===== config.mk =====
export PLATFORM = sky130hd
export DESIGN_NAME = dsm_din_fifo_flat
export DESIGN_NICKNAME = d
export VERILOG_FILES = /design/src/rtl/dsm_din_fifo_pkg.sv /design/src/rtl/dsm_din_fifo_if.sv /design/src/rtl/dsm_din_fifo_ck_edge_sync.sv /design/src/rtl/dsm_din_fifo.sv /design/src/flat_wrapper.sv
export SDC_FILE = /design/constraint.sdc
export NUM_CORES = 1
export LEC_CHECK = 0
export ABC_AREA = 1
export BUFFER_PORTS_ARGS = -buffer_cell sky130_fd_sc_hd__buf_2
export CAP_MARGIN = 5
export CORE_MARGIN = 10
export CORE_UTILIZATION = 35
export DETAILED_ROUTE_END_ITERATION = 10
export GPL_TIMING_DRIVEN = 0
export PLACE_DENSITY_LB_ADDON = 0.25
export SYNTH_ARGS = -nofsm -noshare
export SYNTH_HDL_FRONTEND = slang
export SYNTH_HIERARCHICAL = 1
export SYNTH_SLANG_ARGS = --single-unit
export TNS_END_PERCENT = 1

===== constraint.sdc =====
create_clock -name clk -period 6.9 [get_ports clk]
set_input_delay 1.38 -clock clk [delete_from_list [all_inputs] [get_ports clk]]
set_output_delay 1.38 -clock clk [all_outputs]
set_load 0.005 [all_outputs]

===== src/rtl/dsm_din_fifo_pkg.sv =====
// Shared constants for the delta-sigma din sample FIFO: register addresses,
// field positions and the CTRL readback packer.
package dsm_din_fifo_pkg;

    localparam logic [31:0] ADDR_CTRL   = 32'd0;
    localparam logic [31:0] ADDR_DATA   = 32'd1;
    localparam logic [31:0] ADDR_STATUS = 32'd2;

    localparam int unsigned CTRL_DMA_BIT = 0;
    localparam int unsigned CTRL_IRQ_BIT = 1;
    localparam int unsigned CTRL_WM_LSB  = 8;
    localparam int unsigned CTRL_WM_W    = 8;
    localparam int unsigned FLUSH_BIT    = 31;

    localparam int unsigned STAT_EMPTY_BIT = 0;
    localparam int unsigned STAT_FULL_BIT  = 1;
    localparam int unsigned STAT_OVF_BIT   = 2;
    localparam int unsigned STAT_UDF_BIT   = 3;
    localparam int unsigned STAT_COUNT_LSB = 16;

    function automatic logic [31:0] ctrl_word(logic dma_mode, logic irq_en,
                                              logic [CTRL_WM_W-1:0] wm);
        logic [31:0] w;
        w = '0;
        w[CTRL_DMA_BIT] = dma_mode;
        w[CTRL_IRQ_BIT] = irq_en;
        w[CTRL_WM_LSB +: CTRL_WM_W] = wm;
        return w;
    endfunction

endpackage


===== src/rtl/dsm_din_fifo_if.sv =====
// Register bus plus modulator-facing outputs of the din sample FIFO.
interface dsm_din_fifo_if;
    logic        we;
    logic        sel;
    logic [31:0] addr;
    logic [31:0] wdata;
    logic [31:0] rdata;
    logic [31:0] dout;
    logic        dma_req;
    logic        irq;

    modport master (output we, sel, addr, wdata, input rdata, dout, dma_req, irq);
    modport slave  (input we, sel, addr, wdata, output rdata, dout, dma_req, irq);
endinterface


===== src/rtl/dsm_din_fifo_ck_edge_sync.sv =====
// ck_edge_sync: 2-flop synchroniser plus 1-clk rising-edge pulse for an async
// clock-level input; the first edges after reset are masked until history is valid.
module ck_edge_sync (
    input  logic clk,
    input  logic rstn,
    input  logic i_d,
    output logic o_rise
);
    logic       r_s1, r_s2, r_hist;
    logic [2:0] r_prime;

    always_ff @(posedge clk or negedge rstn) begin
        if (!rstn) begin
            r_s1    <= 1'b0;
            r_s2    <= 1'b0;
            r_hist  <= 1'b0;
            r_prime <= 3'b000;
        end else begin
            r_s1    <= i_d;
            r_s2    <= r_s1;
            r_hist  <= r_s2;
            r_prime <= {r_prime[1:0], 1'b1};
        end
    end

    // A level already high at reset release must not look like an edge.
    assign o_rise = r_s2 & ~r_hist & r_prime[2];
endmodule


===== src/rtl/dsm_din_fifo.sv =====
// Sample FIFO feeding the delta-sigma modulator din; one pop per uck rising edge.
// Optional interrupt output built when DSM_DIN_FIFO_IRQ_EN is defined.
module dsm_din_fifo
    import dsm_din_fifo_pkg::*;
#(
    parameter int unsigned DEPTH = 16,
    parameter int unsigned AW    = 4
) (
    input  logic clk,
    input  logic rstn,
    input  logic i_enable,
    input  logic i_uck,
    dsm_din_fifo_if.slave bus
);
    logic [31:0]    r_mem [DEPTH];
    logic [AW-1:0]  r_wr_ptr, r_rd_ptr;
    logic [AW:0]    r_count;
    logic [31:0]    r_dout;
    logic           r_ovf, r_udf, r_dma_mode, r_dma_req;
    logic [7:0]     r_wmark;
    logic [31:0]    w_rdata;
    logic           w_irq_en, w_pop_stb;

    ck_edge_sync u_uck_sync (
        .clk    (clk),
        .rstn   (rstn),
        .i_d    (i_uck),
        .o_rise (w_pop_stb)
    );

    logic w_empty, w_full, w_wr, w_push, w_ctrl_wr, w_stat_wr, w_flush;
    logic w_pop, w_do_pop, w_do_push, w_count_le_wm;

    assign w_empty   = (r_count == '0);
    assign w_full    = (r_count == (AW+1)'(DEPTH));
    assign w_wr      = bus.we & bus.sel;
    assign w_push    = w_wr & (bus.addr == ADDR_DATA);
    assign w_ctrl_wr = w_wr & (bus.addr == ADDR_CTRL);
    assign w_stat_wr = w_wr & (bus.addr == ADDR_STATUS);
    assign w_flush   = w_ctrl_wr & bus.wdata[FLUSH_BIT];
    assign w_pop     = w_pop_stb & i_enable;
    assign w_do_pop  = w_pop & ~w_empty;
    // A pop in the same cycle frees the slot a full FIFO needs for the push.
    assign w_do_push = w_push & (~w_full | w_do_pop);
    assign w_count_le_wm = {{(31-AW){1'b0}}, r_count} <= {24'b0, r_wmark};

    always_ff @(posedge clk) begin
        if (w_do_push) r_mem[r_wr_ptr] <= bus.wdata;
    end

    always_ff @(posedge clk or negedge rstn) begin
        if (!rstn) begin
            r_wr_ptr   <= '0;
            r_rd_ptr   <= '0;
            r_count    <= '0;
            r_dout     <= '0;
            r_ovf      <= 1'b0;
            r_udf      <= 1'b0;
            r_dma_mode <= 1'b0;
            r_wmark    <= '0;
            r_dma_req  <= 1'b0;
        end else begin
            if (w_do_pop) r_dout <= r_mem[r_rd_ptr];
            if (w_flush) begin
                r_wr_ptr <= '0;
                r_rd_ptr <= '0;
                r_count  <= '0;
            end else begin
                if (w_do_push) r_wr_ptr <= r_wr_ptr + AW'(1);
                if (w_do_pop)  r_rd_ptr <= r_rd_ptr + AW'(1);
                r_count <= r_count + (AW+1)'(w_do_push) - (AW+1)'(w_do_pop);
            end
            // Set events win over a simultaneous W1C.
            r_ovf <= (w_push & ~w_do_push) | (r_ovf & ~(w_stat_wr & bus.wdata[STAT_OVF_BIT]));
            r_udf <= (w_pop & w_empty) | (r_udf & ~(w_stat_wr & bus.wdata[STAT_UDF_BIT]));
            if (w_ctrl_wr) begin
                r_dma_mode <= bus.wdata[CTRL_DMA_BIT];
                r_wmark    <= bus.wdata[CTRL_WM_LSB +: CTRL_WM_W];
            end
            r_dma_req <= r_dma_mode & w_count_le_wm;
        end
    end

`ifdef DSM_DIN_FIFO_IRQ_EN
    logic r_irq_en, r_irq;
    always_ff @(posedge clk or negedge rstn) begin
        if (!rstn) begin
            r_irq_en <= 1'b0;
            r_irq    <= 1'b0;
        end else begin
            if (w_ctrl_wr) r_irq_en <= bus.wdata[CTRL_IRQ_BIT];
            r_irq <= r_irq_en & (r_ovf | r_udf | w_count_le_wm);
        end
    end
    assign w_irq_en = r_irq_en;
    assign bus.irq  = r_irq;
`else
    assign w_irq_en = 1'b0;
    assign bus.irq  = 1'b0;
`endif

    always_comb begin
        w_rdata = '0;
        if (bus.sel) begin
            case (bus.addr)
                ADDR_CTRL:   w_rdata = ctrl_word(r_dma_mode, w_irq_en, r_wmark);
                ADDR_DATA:   w_rdata = r_dout;
                ADDR_STATUS: begin
                    w_rdata[STAT_EMPTY_BIT] = w_empty;
                    w_rdata[STAT_FULL_BIT]  = w_full;
                    w_rdata[STAT_OVF_BIT]   = r_ovf;
                    w_rdata[STAT_UDF_BIT]   = r_udf;
                    w_rdata[STAT_COUNT_LSB +: AW+1] = r_count;
                end
                default: w_rdata = '0;
            endcase
        end
    end

    assign bus.rdata   = w_rdata;
    assign bus.dout    = r_dout;
    assign bus.dma_req = r_dma_req;
endmodule

===== src/flat_wrapper.sv =====
// flat-port wrapper written by rule: the top's interface ports become plain ports
module dsm_din_fifo_flat import dsm_din_fifo_pkg::*;
#(
    parameter int unsigned DEPTH = 16,
    parameter int unsigned AW    = 4
)
  (clk, rstn, i_enable, i_uck, bus_we, bus_sel, bus_addr, bus_wdata, bus_rdata, bus_dout, bus_dma_req, bus_irq);
  dsm_din_fifo_if bus_i ();
  input  logic clk;
  input  logic rstn;
  input  logic i_enable;
  input  logic i_uck;
  input wire logic [$bits(bus_i.we)-1:0] bus_we;
  input wire logic [$bits(bus_i.sel)-1:0] bus_sel;
  input wire logic [$bits(bus_i.addr)-1:0] bus_addr;
  input wire logic [$bits(bus_i.wdata)-1:0] bus_wdata;
  output wire logic [$bits(bus_i.rdata)-1:0] bus_rdata;
  output wire logic [$bits(bus_i.dout)-1:0] bus_dout;
  output wire logic [$bits(bus_i.dma_req)-1:0] bus_dma_req;
  output wire logic [$bits(bus_i.irq)-1:0] bus_irq;
  assign bus_i.we = bus_we;
  assign bus_i.sel = bus_sel;
  assign bus_i.addr = bus_addr;
  assign bus_i.wdata = bus_wdata;
  assign bus_rdata = bus_i.rdata;
  assign bus_dout = bus_i.dout;
  assign bus_dma_req = bus_i.dma_req;
  assign bus_irq = bus_i.irq;
  dsm_din_fifo #(.DEPTH(DEPTH), .AW(AW)) u_core (.clk(clk), .rstn(rstn), .i_enable(i_enable), .i_uck(i_uck), .bus(bus_i));
endmodule

==> results.yml, run 1 <==
outcome:
  status: "finished, final reports clean"
sta:
  setup_viol_count_final: 0
  period_share_pct: 64.4
  tns_ps: 0
  skew_ps: 20.6
  fin_crit_ps: 4440
  whs_ps: 348
  slew_viol_final: 0
  clock.fmax_mhz: 225
  relSlewSlack_pct: 38.9
  worst_pin_slew_ps: 917
  rsz0062_at_grt: "false"
  hold_violations: 0
layout:
  nets: 2409
  final_cell_mix: "nand2_1, edfxtp_1, nand3_1, buf_2, a21oi_1"
  layout_commonest_cell: "nand2_1"
  drive_gt1_share_pct: 15.6
  n_antenna_cell: 0
  fill_cells: 6308
  syn2layout_area_growth_pct: 18.0
  post-route-util_pct: 41.9
  final_cells: 3243
synth:
  synth-main-ff-cell: "edfxtp_1"
  yosys_warnings: 6
  synthArstFlopShare_pct: 11.0
  synthesis.area_um2: 24000
  yosysTopAreaCell: "edfxtp_1"
  ys_ff_latch: 575
  syn_avg_cell_area_um2: 11.4
  ys_types: 36
  syn-instance-count: 2110
  synth_edf_count: 512
  syn_nets: 2197
  synth_top_area_share_pct: 64.2
  synth.area.top_cells: "edfxtp_1, nand2_1, nand3_1"
  ys_seq_area_share_pct: 70.8
die:
  dieArea_um2: 79300
  rows: 95
  fp.dieW_um: 282
  core_um2: 67500
  die_h_um: 282
  io-pin-count: 136
  initial_utilization_pct: 35.5
route:
  drt_iter0_drc: 1864
  viasPerCell: 5.18
  antenna_left: 0
  wl_per_cell_um: 23.4
  drc: 0
  routed_wl_um: 75700
  dr.pass1.iters: 9
  vias: 16800
cts:
  insertion_delay_ps: 630
  cts.sinks: 575
  numCtsBuffers: 59
  cts-hold-fix-buffers: 0
  ctsRootBufferMaster: "clkbuf_16"
  clk_pin_slew_ps: 60
  clock_path_buffers: 3
  cts_repair_resize_count: 0
  tritoncts: "built"
  postCtsSetupBuffers: 0
  htree_num_levels: 2
global_routing:
  antenna_found_initial: 4
  grt_usage_pct: 18.7
  grt_pass1_vias: 16000
  grt_max_degree: 47
  overflow: 0
  grt_pass1_wl_um: 109000
worst_setup_path:
  crit_path_end_kind: "output port"
  critPathArrivalTime_ps: 3060
  critical_path_required_ps: 5520
  path_class: "in -> out"
  path_max_fanout: 10
  crit_path_start_kind: "input pin"
pwr:
  power_mw: 10.5
  peakVddDrop_mv: 0.178
  powerDensity_nw_per_um2: 373
  p_leak_nw: 10.9
placement:
  portBuffers: 134
  hpwl_um: 51500
  place_congestion: 0.840
  post-place-cells: 3134
min_path:
  hold_path_class: "reg -> reg"
flow_run:
  drv_cap: 0
-- state kept, by name, summed over array words and instances, names as in the netlist --
signal	cells
u_core/r_wmark	8
u_core/r_rd_ptr	4
u_core/u_uck_sync/r_prime	3
u_core/u_uck_sync/r_s1	1
u_core/r_ovf	1
u_core/bus.dout	32
u_core/r_wr_ptr	4
u_core/r_mem	512
u_core/r_udf	1
u_core/r_dma_mode	1
u_core/u_uck_sync/r_hist	1
u_core/u_uck_sync/r_s2	1
u_core/bus.dma_req	1
u_core/r_count	5
-- critical path, stage by stage --
cell and delay (ps):
buf_2 100, nor2_1 120, nand2_1 80, nor2_2 130
nand2_4 120, nor2_1 250, buf_4 230, nand2_1 70
a21oi_1 360, buf_2 210
-- cell usage after synthesis (2+ instances only) --
master,number
nor2_1,93
nand2_2,5
conb_1,2
ha_1,16
edfxtp_1,512
a21oi_1,78
buf_6,23
nor2_4,2
nor2_2,6
nand4_1,4
xor2_1,5
clkbuf_1,29
inv_1,60
o21ai_0,4
buf_1,10
buf_4,13
buf_2,48
dfrtp_1,63
nand3_1,424
nand2_1,695
clkinv_1,2
nand3_2,2
-- report_power, final --
part / total, mW / switching [mW] / internal (mW)
Sequential: 4.12 / 0.205 / 3.91
Clock: 3.35 / 1.36 / 2.00
Combinational: 3.07 / 2.17 / 0.895
-- through the flow --
| step | setup slack (ps) | instance area (um^2) |
|---|---|---|
| after global placement | 830 | 25700 |
| after CTS | 2440 | 28300 |
| after detailed placement | 2450 | 26200 |
| after global routing | 2350 | 28300 |
| after floorplan | 2930 | 24000 |
| final | 2460 | 28300 |
-- layer usage --
layer,global-route usage (%),part of all wire [%],wire (um)
met1,24.9,42,31800
met2,30.8,48,36000
met3,3.09,7.7,5860
met4,5.99,2.8,2110
met5,0,0.028,21
-- cell families after synthesis --
group,count (synthesis),share of synthesized area [%]
adders and majority gates,17,0.919
and+or+nand+nor,1237,22.1
other,2,0.0314
buffers and inverters,188,4.18
DFF,575,70.8
xor gates and xnor gates,5,0.183
AOI/OAI and AO/OA,86,1.85
-- worst paths after layout --
path | startpoint | endpoint | slack, ps | cells past startpoint
max | bus_addr[27] | bus_rdata[3] | 2460 | 10
min | u_core/u_uck_sync/r_prime[0]$_DFF_PN0_ | u_core/u_uck_sync/r_prime[1]$_DFF_PN0_ | 350 | 0
max reg2reg | u_core/r_count[3]$_DFF_PN0_ | u_core/r_count[4]$_DFF_PN0_ | 3570 | 17
min reg2reg | u_core/u_uck_sync/r_prime[0]$_DFF_PN0_ | u_core/u_uck_sync/r_prime[1]$_DFF_PN0_ | 350 | 0
max in group asynchronous | rstn | u_core/r_count[0]$_DFF_PN0_ | 5630 | 2
min in group asynchronous | rstn | u_core/bus.dout[23]$_DFFE_PN0P_ | 660 | 1
-- area by class of cell --
class	instances	area, um^2	share of cell area (%)
Sequential cell	575	17000	60.0
Multi-Input combinational cell	1347	6120	21.7
Clock buffer	74	1630	5.75
Tap cell	873	1090	3.87
Timing Repair Buffer	151	1060	3.75
Buffer	124	758	2.68
Clock inverter	35	413	1.46
Inverter	64	243	0.859
Power figures use the tool's default switching activity.
==> run 2, diff against run 1 <==
ABC_AREA = 0   (was 1)
clock period = 3.89 ns   (was 6.9 ns; I/O delays follow)
==> run 2 against run 1 <==
Critical path depth did not move. Total power rose by 50%. Worst setup slack got worse by 2300 ps. Clock-buffer cell count rose by 17. Sequential power rose by 77%. First-iteration DRC count fell by 43%. Utilization barely moved. Global-route usage fell by 2.8 points. Via count fell by 30%. Routed wire length fell by 21%. Clock power rose by 59%. Combinational power rose by 6%. Critical path type unchanged. Largest cell class unchanged. Largest power group unchanged.
==> results.yml, run 2 <==
outcome:
  status: "finished, final reports clean"
die:
  initial_utilization_pct: 35.5
  rows: 92
  io-pin-count: 136
  dieArea_um2: 74700
  die_h_um: 273
  core_um2: 63300
  fp.dieW_um: 273
cts:
  cts-hold-fix-buffers: 0
  cts.sinks: 575
  clock_path_buffers: 3
  ctsRootBufferMaster: "clkbuf_16"
  insertion_delay_ps: 610
  tritoncts: "built"
  clk_pin_slew_ps: 60
  numCtsBuffers: 58
  htree_num_levels: 2
worst_setup_path:
  r2r_cells: 15
  path_max_fanout: 10
  critPathArrivalTime_ps: 2910
  cp_common_cell: "buf_2"
  critical_path_required_ps: 3110
  slowest_delay_ps: 390
  crit_path_start_kind: "input pin"
  crit_path_end_kind: "output port"
  rrSetupSlack_ps: 340
  cp_cell_sequence: "buf_2 > nor4_2 > nand4_2 > or3_1 > buf_2 > nor2_4 > buf_12 > buf_4 > and2_1 > buf_2"
  path_class: "in -> out"
  cp_slowest_cell: "or3_1"
  rr_startpoint: "u_core/u_uck_sync/r_hist$_DFF_PN0_"
  r2r-end: "u_core/r_count[4]$_DFF_PN0_"
global_routing:
  grt_usage_pct: 15.9
  grt_max_degree: 38
  antenna_found_initial: 7
  grt_pass1_wl_um: 86300
  grt_pass1_vias: 12100
  overflow: 0
route:
  drt_iter0_drc: 1057
  viasPerCell: 5.27
  vias: 11700
  routed_wl_um: 59800
  wl_per_cell_um: 26.8
  drc: 0
  antenna_left: 0
  dr.pass1.iters: 5
layout:
  fill_cells: 5666
  nets: 1415
  final_cells: 2227
  layout_commonest_cell: "edfxtp_1"
  final_cell_mix: "edfxtp_1, buf_2, mux4_2, dfrtp_1, clkbuf_16"
  largest_register_ffs: 512
  drive_gt1_share_pct: 30.9
  post-route-util_pct: 41.8
  multiInputGateArea_um2: 5220
  seqCellArea_um2: 17000
  syn2layout_area_growth_pct: 17.9
  regMostFlops: "u_core/r_mem"
synth:
  yosysMostFrequentCell: "edfxtp_1"
  syn_nets: 1195
  synth-main-ff-cell: "edfxtp_1"
  ys_ff_latch: 575
  ys_seq_area_share_pct: 75.5
  yosysTopAreaCell: "edfxtp_1"
  synthesis.area_um2: 22500
  syn_avg_cell_area_um2: 20.3
  synth_top_area_share_pct: 68.5
  ys_types: 49
  synthTopCellsByCount: "edfxtp_1, mux4_2, dfrtp_1"
  synth.area.top_cells: "edfxtp_1, mux4_2, dfrtp_1"
  syn-instance-count: 1108
  yosys_warnings: 6
  synth_edf_count: 512
  synthArstFlopShare_pct: 11.0
min_path:
  hold_path_class: "in -> async"
sta:
  hold_violations: 0
  whs_ps: 149
  setup_viol_count_final: 0
  tns_ps: 0
  worst_pin_slew_ps: 1320
  fin_crit_ps: 3690
  slew_viol_final: 0
  period_share_pct: 94.9
  relSlewSlack_pct: 11.9
  rsz0062_at_grt: "false"
  clock.fmax_mhz: 271
  skew_ps: 15.4
placement:
  portBuffers: 134
  place_congestion: 0.795
  hpwl_um: 38100
  post-place-cells: 2111
pwr:
  power_mw: 15.9
  powerDensity_nw_per_um2: 599
  p_leak_nw: 8.92
  peakVddDrop_mv: 0.359
flow_run:
  drv_cap: 0
[run 2: changes by cell type after synthesis, sizes merged, moves of 47 or more]
cell   delta
mux4    +126
nand2   -660
buf      -61
a22oi    +47
nand3   -418
nor2     -64
a21oi    -68
[run 2: critical path: cells and delay by family]
family,cells,cell delay [ps]
simple gates,5,1320
buf+inv,5,770
[run 2: area by class of cell]
class                           instances  area share [%]
Antenna cell                            4          0.0378
Inverter                               18           0.255
Clock inverter                         18           0.515
Tap cell                              846            4.00
Multi-Input combinational cell        460            19.7
Clock buffer                           91            6.29
Sequential cell                       575            64.0
Timing Repair Buffer                  160            4.21
Buffer                                 55           0.959
[run 2: how the worst max path moves through the flow]
stage                                       startpoint                              to  slack, ps
finish                                    bus_addr[20]                   bus_rdata[25]        200
global route                              bus_addr[20]                   bus_rdata[27]         20
CTS                 u_core/u_uck_sync/r_hist$_DFF_PN0_     u_core/r_count[4]$_DFF_PN0_         80
detailed placement                        bus_addr[20]     u_core/r_count[4]$_DFF_PN0_       -410
global placement                          bus_addr[20]  u_core/r_mem[13][29]$_DFFE_PP_      -4570
floorplan                                 bus_addr[27]   u_core/r_mem[13][0]$_DFFE_PP_       -750
[run 2: per-stage QoR]
step	instance area, um^2	worst slack [ps]
after global placement	24200	-4570
after global routing	26500	19.4
final	26500	199
after floorplan	22500	-752
after CTS	26500	75.2
after detailed placement	24600	-410
[run 2: kinds of logic (layout without fill, tap and decap cells)]
kind of cell	count (synthesis)	count (layout)	synth area share (%)
flops	575	575	75.5
mux	168	168	14.6
simple gates	160	160	3.81
compound gates	106	106	3.42
buf+inv	73	342	1.43
fa+ha+maj	17	17	0.981
xor+xnor	7	7	0.273
other cells	2	6	0.0334
[run 2: per-layer routing]
layer	track usage, %	up-vias	wire length, um
met5	0	-	34
met4	4.42	6	1130
met3	3.29	71	4060
met2	24.9	388	28100
met1	22.1	6277	26400
li1	-	4996	-
[run 2: report_power, final]
part           internal [mW]  switching (mW)  leakage, nW
clock network           3.06            2.26        0.876
logic                   1.53            1.71         2.65
registers               6.94           0.353         5.39
total                   11.5            4.33         8.92
[run 2: what timing repair did]
action,4_1_cts,5_1_grt
pin swaps,1,0
buffers inserted,3,0
setup endpoints to repair,10,1
resized for setup,0,2
